<file path="config.mk">
export PLATFORM = sky130hd
export DESIGN_NAME = control_sequencer_flat
export DESIGN_NICKNAME = d
export VERILOG_FILES = /design/src/rtl/control_sequencer_pkg.sv /design/src/rtl/control_sequencer_if.sv /design/src/rtl/control_sequencer_return_stack.sv /design/src/rtl/control_sequencer.sv /design/src/flat_wrapper.sv
export SDC_FILE = /design/constraint.sdc
export NUM_CORES = 1
export LEC_CHECK = 0
export CAP_MARGIN = 20
export CORE_ASPECT_RATIO = 0.8
export CORE_MARGIN = 2
export CORE_UTILIZATION = 45
export CTS_CLUSTER_SIZE = 10
export DETAILED_ROUTE_END_ITERATION = 10
export PLACE_DENSITY = 0.82
export SETUP_SLACK_MARGIN = 0.15
export SLEW_MARGIN = 20
export SYNTH_ARGS = -nofsm -noshare
export SYNTH_HDL_FRONTEND = slang
export SYNTH_SLANG_ARGS = --single-unit
</file>
<file path="constraint.sdc">
create_clock -name clk -period 2.45 [get_ports clk]
set_clock_uncertainty 0.15 [all_clocks]
set_input_delay 0.3675 -clock clk [delete_from_list [all_inputs] [get_ports clk]]
set_output_delay 0.3675 -clock clk [all_outputs]
set_load 0.02 [all_outputs]
</file>
<file path="src/rtl/control_sequencer_pkg.sv">
// Shared opcodes, FSM encodings and one-hot state bit positions for the
// run/stop sequencer and the instruction decoder that consumes its state vector.
package control_sequencer_pkg;

  localparam logic [3:0] OP_LDI = 4'd0;
  localparam logic [3:0] OP_STA = 4'd1;
  localparam logic [3:0] OP_ADD = 4'd2;
  localparam logic [3:0] OP_JMP = 4'd3;
  localparam logic [3:0] OP_STP = 4'd4;
  localparam logic [3:0] OP_LDA = 4'd5;
  localparam logic [3:0] OP_JMS = 4'd6;
  localparam logic [3:0] OP_BBL = 4'd7;

  // Any opcode with this bit set is an ARM coprocessor operation.
  localparam int ARM_BIT = 3;

  // Bit positions in the one-hot state vector seen by the decoder.
  localparam int ST_FETCH_BIT = 0;
  localparam int ST_EXEC1_BIT = 1;
  localparam int ST_EXEC2_BIT = 2;

  typedef enum logic [2:0] {
    S_IDLE  = 3'd0,
    S_FETCH = 3'd1,
    S_EXEC1 = 3'd2,
    S_EXEC2 = 3'd3,
    S_HALT  = 3'd4,
    S_FAULT = 3'd5
  } fsm_state_t;

  // Decoder-facing one-hot vector; all zero in IDLE, HALT and FAULT.
  function automatic logic [2:0] onehot_state(input fsm_state_t s);
    logic [2:0] v;
    v = '0;
    case (s)
      S_FETCH: v[ST_FETCH_BIT] = 1'b1;
      S_EXEC1: v[ST_EXEC1_BIT] = 1'b1;
      S_EXEC2: v[ST_EXEC2_BIT] = 1'b1;
      default: ;
    endcase
    return v;
  endfunction

endpackage

</file>
<file path="src/rtl/control_sequencer_if.sv">
// Bundle between the CPU datapath (master) and the sequencer (slave).
//
// Handshake: arm_req/arm_done is a request/acknowledge pair. arm_req is high in
// EXEC1 of an ARM op while arm_done is low; the sequencer samples arm_done on
// every EXEC1 clock edge and moves to FETCH on the first edge that sees it high.
// arm_done already high on the first EXEC1 cycle completes the op with no
// arm_req pulse. go is a level sampled only in IDLE and HALT.
interface control_sequencer_if #(
  parameter int ADDR_W      = 8,
  parameter int STACK_DEPTH = 3
);
  import control_sequencer_pkg::*;

  localparam int DEPTH_W = $clog2(STACK_DEPTH + 1);

  logic               go;
  logic [3:0]         inst;
  logic [ADDR_W-1:0]  pc_in;
  logic               arm_done;

  logic [2:0]         state;
  logic               ir_load;
  logic               arm_req;
  logic               ret_load;
  logic [ADDR_W-1:0]  ret_addr;
  logic               halted;
  logic               fault;
  logic [DEPTH_W-1:0] depth;
  fsm_state_t         dbg_state;

  modport master (
    output go, inst, pc_in, arm_done,
    input  state, ir_load, arm_req, ret_load, ret_addr, halted, fault, depth,
           dbg_state
  );

  modport slave (
    input  go, inst, pc_in, arm_done,
    output state, ir_load, arm_req, ret_load, ret_addr, halted, fault, depth,
           dbg_state
  );

endinterface

</file>
<file path="src/rtl/control_sequencer_return_stack.sv">
// Subroutine return-address LIFO. No wrap: a push when full or a pop when empty
// is ignored here; the sequencer turns those cases into a FAULT instead.
// Popped entries are left in place, only the occupancy count moves.
module control_sequencer_return_stack #(
  parameter int ADDR_W      = 8,
  parameter int STACK_DEPTH = 3,
  localparam int DEPTH_W    = $clog2(STACK_DEPTH + 1),
  localparam int IDX_W      = (STACK_DEPTH > 1) ? $clog2(STACK_DEPTH) : 1
) (
  input  logic               clk,
  input  logic               rst_n,
  input  logic               push,
  input  logic               pop,
  input  logic [ADDR_W-1:0]  din,
  output logic [ADDR_W-1:0]  top,
  output logic               full,
  output logic               empty,
  output logic [DEPTH_W-1:0] depth
);

  logic [ADDR_W-1:0]  mem [STACK_DEPTH];
  logic [DEPTH_W-1:0] cnt;
  logic [IDX_W-1:0]   wr_idx;
  logic [IDX_W-1:0]   top_idx;

  assign full    = (cnt == DEPTH_W'(STACK_DEPTH));
  assign empty   = (cnt == '0);
  assign depth   = cnt;
  assign wr_idx  = IDX_W'(cnt);
  assign top_idx = IDX_W'(cnt - 1'b1);
  assign top     = empty ? '0 : mem[top_idx];

  // Occupancy counter and storage; reset empties the stack immediately.
  always_ff @(posedge clk or negedge rst_n) begin
    if (!rst_n) begin
      cnt <= '0;
      for (int i = 0; i < STACK_DEPTH; i++) mem[i] <= '0;
    end else if (push && !full) begin
      mem[wr_idx] <= din;
      cnt         <= cnt + 1'b1;
    end else if (pop && !empty) begin
      cnt <= cnt - 1'b1;
    end
  end

endmodule

</file>
<file path="src/rtl/control_sequencer.sv">
// Run/stop sequencer: walks FETCH/EXEC1/EXEC2 for each instruction, owns the
// JMS/BBL return stack and stretches EXEC1 while an ARM op waits for arm_done.
module control_sequencer
  import control_sequencer_pkg::*;
#(
  parameter int ADDR_W      = 8,
  parameter int STACK_DEPTH = 3
) (
  input  logic                clk,
  input  logic                rst_n,
  control_sequencer_if.slave  bus
);

  localparam int DEPTH_W = $clog2(STACK_DEPTH + 1);

  fsm_state_t         cur, nxt;
  logic               push, pop;
  logic               stk_full, stk_empty;
  logic [ADDR_W-1:0]  stk_top;
  logic [DEPTH_W-1:0] stk_depth;
  logic               ir_load, arm_req, ret_load;

  control_sequencer_return_stack #(
    .ADDR_W      (ADDR_W),
    .STACK_DEPTH (STACK_DEPTH)
  ) u_stack (
    .clk   (clk),
    .rst_n (rst_n),
    .push  (push),
    .pop   (pop),
    .din   (bus.pc_in + ADDR_W'(1)),
    .top   (stk_top),
    .full  (stk_full),
    .empty (stk_empty),
    .depth (stk_depth)
  );

  // State register; async reset returns to IDLE and so drops arm_req at once.
  always_ff @(posedge clk or negedge rst_n) begin
    if (!rst_n) cur <= S_IDLE;
    else        cur <= nxt;
  end

  // Next-state decode and per-state strobes.
  always_comb begin
    nxt      = cur;
    ir_load  = 1'b0;
    arm_req  = 1'b0;
    ret_load = 1'b0;
    push     = 1'b0;
    pop      = 1'b0;
    case (cur)
      S_IDLE:  if (bus.go) nxt = S_FETCH;
      S_FETCH: begin
        ir_load = 1'b1;
        nxt     = S_EXEC1;
      end
      S_EXEC1: begin
        if (bus.inst[ARM_BIT]) begin
          // Hold EXEC1 until the coprocessor acknowledges.
          if (bus.arm_done) nxt = S_FETCH;
          else              arm_req = 1'b1;
        end else begin
          case (bus.inst)
            OP_STP:         nxt = S_HALT;
            OP_LDA, OP_ADD: nxt = S_EXEC2;
            OP_JMS: begin
              if (stk_full) nxt = S_FAULT;
              else begin
                push = 1'b1;
                nxt  = S_EXEC2;
              end
            end
            OP_BBL: begin
              if (stk_empty) nxt = S_FAULT;
              else begin
                ret_load = 1'b1;
                pop      = 1'b1;
                nxt      = S_FETCH;
              end
            end
            default:        nxt = S_FETCH;
          endcase
        end
      end
      S_EXEC2: nxt = S_FETCH;
      S_HALT:  if (bus.go) nxt = S_FETCH;
      S_FAULT: nxt = S_FAULT;
      default: nxt = S_IDLE;
    endcase
  end

  assign bus.state     = onehot_state(cur);
  assign bus.ir_load   = ir_load;
  assign bus.arm_req   = arm_req;
  assign bus.ret_load  = ret_load;
  assign bus.ret_addr  = ret_load ? stk_top : '0;
  assign bus.halted    = (cur == S_HALT) || (cur == S_FAULT);
  assign bus.fault     = (cur == S_FAULT);
  assign bus.depth     = stk_depth;
  assign bus.dbg_state = cur;

endmodule

</file>
<file path="src/flat_wrapper.sv">
// flat-port wrapper written by rule: the top's interface ports become plain ports
module control_sequencer_flat import control_sequencer_pkg::*;
#(
  parameter int ADDR_W      = 8,
  parameter int STACK_DEPTH = 3
)
  (clk, rst_n, bus_go, bus_inst, bus_pc_in, bus_arm_done, bus_state, bus_ir_load, bus_arm_req, bus_ret_load, bus_ret_addr, bus_halted, bus_fault, bus_depth, bus_dbg_state);
  control_sequencer_if #(.ADDR_W(ADDR_W), .STACK_DEPTH(STACK_DEPTH)) bus_i ();
  input  logic clk;
  input  logic rst_n;
  input wire logic [$bits(bus_i.go)-1:0] bus_go;
  input wire logic [$bits(bus_i.inst)-1:0] bus_inst;
  input wire logic [$bits(bus_i.pc_in)-1:0] bus_pc_in;
  input wire logic [$bits(bus_i.arm_done)-1:0] bus_arm_done;
  output wire logic [$bits(bus_i.state)-1:0] bus_state;
  output wire logic [$bits(bus_i.ir_load)-1:0] bus_ir_load;
  output wire logic [$bits(bus_i.arm_req)-1:0] bus_arm_req;
  output wire logic [$bits(bus_i.ret_load)-1:0] bus_ret_load;
  output wire logic [$bits(bus_i.ret_addr)-1:0] bus_ret_addr;
  output wire logic [$bits(bus_i.halted)-1:0] bus_halted;
  output wire logic [$bits(bus_i.fault)-1:0] bus_fault;
  output wire logic [$bits(bus_i.depth)-1:0] bus_depth;
  output wire logic [$bits(bus_i.dbg_state)-1:0] bus_dbg_state;
  assign bus_i.go = bus_go;
  assign bus_i.inst = bus_inst;
  assign bus_i.pc_in = bus_pc_in;
  assign bus_i.arm_done = bus_arm_done;
  assign bus_state = bus_i.state;
  assign bus_ir_load = bus_i.ir_load;
  assign bus_arm_req = bus_i.arm_req;
  assign bus_ret_load = bus_i.ret_load;
  assign bus_ret_addr = bus_i.ret_addr;
  assign bus_halted = bus_i.halted;
  assign bus_fault = bus_i.fault;
  assign bus_depth = bus_i.depth;
  assign bus_dbg_state = bus_i.dbg_state;
  control_sequencer #(.ADDR_W(ADDR_W), .STACK_DEPTH(STACK_DEPTH)) u_core (.clk(clk), .rst_n(rst_n), .bus(bus_i));
endmodule
</file>
==> impl_metrics.csv <==
group,metric,value,unit
setup_path,crit_fanout,4,
global_route,antenna_found_initial,0,
floorplan,io_pins,37,
timing,grt_setup_unrepaired,"true",
clocking,clock_latency,0.28,ns
global_route,grt.met1_usage,27.3,%
clocking,clockBufferDepth,2,
finish,fin_nets,259,
routing,routed_wl,4040,µm
setup_path,cp-start-kind,"input port",
finish,utilization,72.1,%
yosys,synth-edff-count,0,
setup_path,arrival,1.93,ns
timing,slew-limit-headroom,75.8,%
floorplan,dieArea,3980,µm²
timing,finalSetupViolations,0,
finish,areaGrowthSynthToFinish,55.1,%
yosys,synth.avg_cell_area,9.06,µm²
timing,hold_ws,0.313,ns
finish,drive_above_1_share,29.3,%
yosys,synth_area_leaders,"dfrtp_1 (46%), o21ai_0 (7.0%), nand2_1 (6.2%), mux2i_1 (5.7%), nor2_1 (4.3%)",
outcome,status,"complete, no violations",
timing,period_needed,2.45,ns
finish,diodes,0,
pwr,vdd_ir_drop_max,400,µV
pwr,power_leakage,1.11,nW
setup_path,cp-end-kind,"output port",
clocking,cts_tree,"yes",
pwr,total_power,1.98,mW
setup_path,crit_chain,"clkdlybuf4s50_1 -> nand2b_1 -> or4_4 -> buf_12 -> nor2_4 -> buf_6",
global_route,grt_max_degree,30,
yosys,ys_types,32,
clocking,cts_root_buffer,"clkbuf_8",
placed_design,gp_congestion,0.791,
yosys,async_flop_share,100,%
setup_path,path_class,"in2out",
clocking,clock-sinks,29,
global_route,gr-total-overflow,0,
placed_design,post_dp_cell_area,2160,µm²
yosys,synth-main-ff-cell,"dfrtp_1",
clocking,clkSlewWorstSetupHoldPaths,0.06,ns
yosys,yosysTopAreaCellShare,46.3,%
floorplan,rows,19,
yosys,synth-seq-cells,29,
global_route,grt_pass1_wl,6560,µm
yosys,ys_seq_area_share,46.3,%
global_route,grt_pass1_vias,1421,
global_route,met2_usage,36.1,%
yosys,yosys_warnings,0,
job,max_cap_violations,0,
global_route,top_usage_layer,"met2",
timing,fin_crit_sh,99.9,%
finish,stdcell_count,281,
routing,drc,0,
routing,wire_per_inst,14.4,µm
timing,hold_violations,0,
timing,max_freq,0.409,GHz
routing,ant_nets,0,
timing,layout_setup_ws,0.00341,ns
yosys,synth_common_cells,"dfrtp_1 (29), nand2_1 (26), o21ai_0 (22)",
placed_design,dpl.hpwl,2720,µm
finish,design_area,2430,µm²
setup_path,slowest_delay,0.56,ns
global_route,grt_usage,21.4,%
placed_design,place_ws,-0.486,ns
placed_design,place_inst,264,
routing,drt-pass1-iter-count,4,
clocking,cts_htree_levels,2,
pwr,powerDensity,815,nW/µm²
routing,drtIter0Drc,112,
setup_path,required,1.93,ns
clocking,cts-buffers-inserted,5,
floorplan,die_w,70.0,µm
timing,drv_slew,0,
yosys,syn_nets,194,
finish,n_fill_cell,237,
placed_design,port_buffers,36,
yosys,synthCells,173,
floorplan,core,3380,µm²
floorplan,die_h,56.8,µm
yosys,synth_area,1570,µm²
timing,worst_pin_slew,0.363,ns
timing,setup-tns-final,0,ns
hold_path,hold_class,"in2async",
yosys,synth_top_cell_by_area,"dfrtp_1",
yosys,synthMostInstantiatedCell,"dfrtp_1",
setup_path,slowest_stage,"or4_4",
global_route,grtUsageMet3,5.39,%
routing,via_per_inst,5.24,
floorplan,initial_core_util,46.4,%
routing,vias,1472,
==> timing repair <==
action                     4_1_cts  5_1_grt
hold buffers                     0        0
setup buffers                    4        3
pin swaps                        9        1
resized for setup               63       11
setup endpoints to repair       13       11
gates cloned                     1        1
==> final timing paths <==
path                                           end               startpoint  slack (ns)  cells past startpoint
setup / recovery                   bus_ret_addr[6]              bus_inst[2]       0.003                      6
hold / removal              u_core.u_stack.mem[15]                    rst_n        0.31                      2
setup reg to reg           u_core.u_stack.depth[1]  u_core.bus.dbg_state[2]        0.33                      5
hold reg to reg             u_core.u_stack.mem[19]   u_core.u_stack.mem[19]        0.33                      2
max in group asynchronous  u_core.bus.dbg_state[2]                    rst_n        1.54                      2
min in group clk            u_core.u_stack.mem[19]   u_core.u_stack.mem[19]        0.33                      2
==> worst max-delay path, delay by kind of cell <==
family	cells	cell delay, ns
buf+inv	3	0.79
simple gates	3	0.77
==> report_power, final <==
group	internal (mW)	switching (mW)
sequential	0.544	0.0326
combinational	0.510	0.497
clock	0.228	0.169
total	1.28	0.699
==> registers in the layout, indices dropped and copies added (netlist names) <==
signal	cells
u_core.bus.dbg_state	3
u_core.u_stack.depth	2
u_core.u_stack.mem	24
==> cell usage in the layout (no fill, tap or decap), types with 5 or more instances in the layout <==
master,count
nand2_1,26
dfrtp_1,25
o21ai_0,22
clkdlybuf4s50_1,22
buf_4,21
buf_6,11
nor2_1,10
a21oi_1,10
mux2i_1,9
nor2_4,8
clkbuf_8,6
nand3_1,5
==> cells by family after synthesis <==
| family | after synthesis | synth area share (%) |
|---|---|---|
| adders and majority gates | 5 | 3.99 |
| buffers and inverters | 12 | 3.19 |
| xor gates and xnor gates | 7 | 3.91 |
| AOI/OAI and AO/OA | 40 | 13.8 |
| and+or+nand+nor | 67 | 20.2 |
| DFF | 29 | 46.3 |
| muxes | 13 | 8.62 |
==> layout make-up <==
cell class | instances | area (µm²) | area share (%)
Sequential cell | 29 | 731 | 30.0
Inverter | 5 | 18.8 | 0.772
Multi-Input combinational cell | 133 | 895 | 36.8
Clock buffer | 8 | 90.1 | 3.70
Timing Repair Buffer | 64 | 646 | 26.5
Tap cell | 42 | 52.6 | 2.16
==> routing by layer <==
metal	part of all wire (%)	vias to the layer above	wire, µm
li1	-	729	-
met4	1.1	0	44
met2	50	37	2020
met5	0	-	0
met1	44	700	1780
met3	4.8	6	193
No activity file was read; power rests on OpenSTA's default activity.
==> RTL edit, RTL diff (same flow settings) <==
`STACK_DEPTH` is set to 3 in 4 places; all go to 6.
--- a/src/rtl/control_sequencer_if.sv
+++ b/src/rtl/control_sequencer_if.sv
@@ -8,5 +8,5 @@
 interface control_sequencer_if #(
   parameter int ADDR_W      = 8,
-  parameter int STACK_DEPTH = 3
+  parameter int STACK_DEPTH = 6
 );
   import control_sequencer_pkg::*;
--- a/src/rtl/control_sequencer_return_stack.sv
+++ b/src/rtl/control_sequencer_return_stack.sv
@@ -4,5 +4,5 @@
 module control_sequencer_return_stack #(
   parameter int ADDR_W      = 8,
-  parameter int STACK_DEPTH = 3,
+  parameter int STACK_DEPTH = 6,
   localparam int DEPTH_W    = $clog2(STACK_DEPTH + 1),
   localparam int IDX_W      = (STACK_DEPTH > 1) ? $clog2(STACK_DEPTH) : 1
--- a/src/rtl/control_sequencer.sv
+++ b/src/rtl/control_sequencer.sv
@@ -5,5 +5,5 @@
 #(
   parameter int ADDR_W      = 8,
-  parameter int STACK_DEPTH = 3
+  parameter int STACK_DEPTH = 6
 ) (
   input  logic                clk,
--- a/src/flat_wrapper.sv
+++ b/src/flat_wrapper.sv
@@ -3,5 +3,5 @@
 #(
   parameter int ADDR_W      = 8,
-  parameter int STACK_DEPTH = 3
+  parameter int STACK_DEPTH = 6
 )
   (clk, rst_n, bus_go, bus_inst, bus_pc_in, bus_arm_done, bus_state, bus_ir_load, bus_arm_req, bus_ret_load, bus_ret_addr, bus_halted, bus_fault, bus_depth, bus_dbg_state);
Interface: changed (resized bus_depth); port bits go from 37 to 38. No check against the original RTL was run, so the function may have changed too.
==> RTL edit against the unedited design <==
- global-route usage up 2.4 points
- area after synthesis up 82%
- non-clock buffer count up 16
- wire length up 93%
- setup slack better by 46 ps
- design area up 57%
- sequential cell count up 25
- cell count up 56%
- combinational power up 78%
- total power up 78%
- hold slack worse by 310 ps
- maximum frequency up 1.9%
- register-to-register slack worse by 70 ps
==> RTL edit: results (changes against the unedited design) <==
{| class="wikitable"
! Metric !! Value
|-
| Largest stage delay on the critical path || 400 ps (-160 ps)
|-
| Highest-delay cell along the critical path || sky130_fd_sc_hd__dfrtp_1
|-
| Status || finished clean
|-
| Count of input and output buffers || 37 (+2.8%)
|-
| Pin count of the biggest net entering global routing || 39 (+30%)
|-
| Cell leakage power || 0.00169 uW (+52%)
|-
| Sum of met3 wire segment lengths after detailed routing || 564 um (+190%)
|-
| P_int || 2200 uW (+71%)
|-
| Placement Cell Area || 3570 um2 (+65%)
|-
| Post-synth cell types || 34 (+6.3%)
|-
| Multiplexer area fraction after synthesis || 0.118 (+0.0321)
|-
| Comb group || 1800 uW (+78%)
|-
| Average via count per standard cell || 5.78 (+10%)
|-
| Leading post-synthesis cells by cell area || sky130_fd_sc_hd__dfrtp_1 (47%), sky130_fd_sc_hd__o21ai_0 (12%), sky130_fd_sc_hd__mux4_2 (6.3%), sky130_fd_sc_hd__mux2_2 (5.5%), sky130_fd_sc_hd__a21oi_1 (4.2%)
|-
| Power share of the clock group || 0.168 (-0.032)
|-
| Nets in the synthesized netlist || 309 (+59%)
|-
| Part of the Yosys area used for sequential elements || 0.473 (+0.0102)
|-
| Wire length per cell after detailed routing || 17.8 um (+24%)
|-
| Power density relative to cell area || 923 nW/um2 (+13%)
|-
| R2r startpoint || u_core.u_stack.depth[0]
|-
| Reg2reg path depth || 9 (+4)
|-
| Fraction of final layout cells with drive strength greater than 1 || 0.304 (+0.0116)
|-
| Start point of the critical path || u_core.u_stack.depth[1]
|-
| Worst Path Max Fanout || 7 (+3)
|-
| First-pass GRT wire length || 12800 um (+94%)
|-
| Overall routed net length || 7800 um (+93%)
|-
| Layout Nets || 378 (+46%)
|-
| Final worst path period share || 0.980 (-0.0188)
|-
| Total met2 wirelength after detailed routing || 3770 um (+87%)
|-
| Tightest hold margin || 2.53 ps (-311 ps)
|-
| # fillers || 476 (+100%)
|-
| Final Total Pwr || 3530 uW (+78%)
|-
| Crit path capture || bus_ret_addr[7]
|-
| Met1 routed wirelength after detailed routing || 3370 um (+89%)
|}
-- RTL edit: cell types whose count changed after synthesis, sizes merged, moves of 9 or more --
cell    before  now
o21ai       22   72
dfrtp       29   54
nor2        18    4
nand3        5   17
a21oi       13   24
mux2         4   14
nand2       26   16
clkbuf       4   13
mux2i        9    0
-- RTL edit: area by class of cell --
type / count / area share
flip-flops and latches: 54 / 0.355
well taps: 81 / 0.0265
clock buffers: 7 / 0.0200
inverters: 7 / 0.00818
clock inverters: 1 / 0.00785
multi-input cells: 209 / 0.395
repair buffers: 80 / 0.187
-- RTL edit: kinds of logic after synthesis --
family          after synthesis
compound gates              108
xor+xnor                     10
fa+ha+maj                     5
buf+inv                      25
flops                        54
mux                          22
simple gates                 64
-- RTL edit: routing by layer --
layer	global-route usage	vias to the layer above
met2	0.394	93
met4	0.0882	0
li1	-	1187
met5	0	-
met1	0.324	1252
met3	0.0410	7
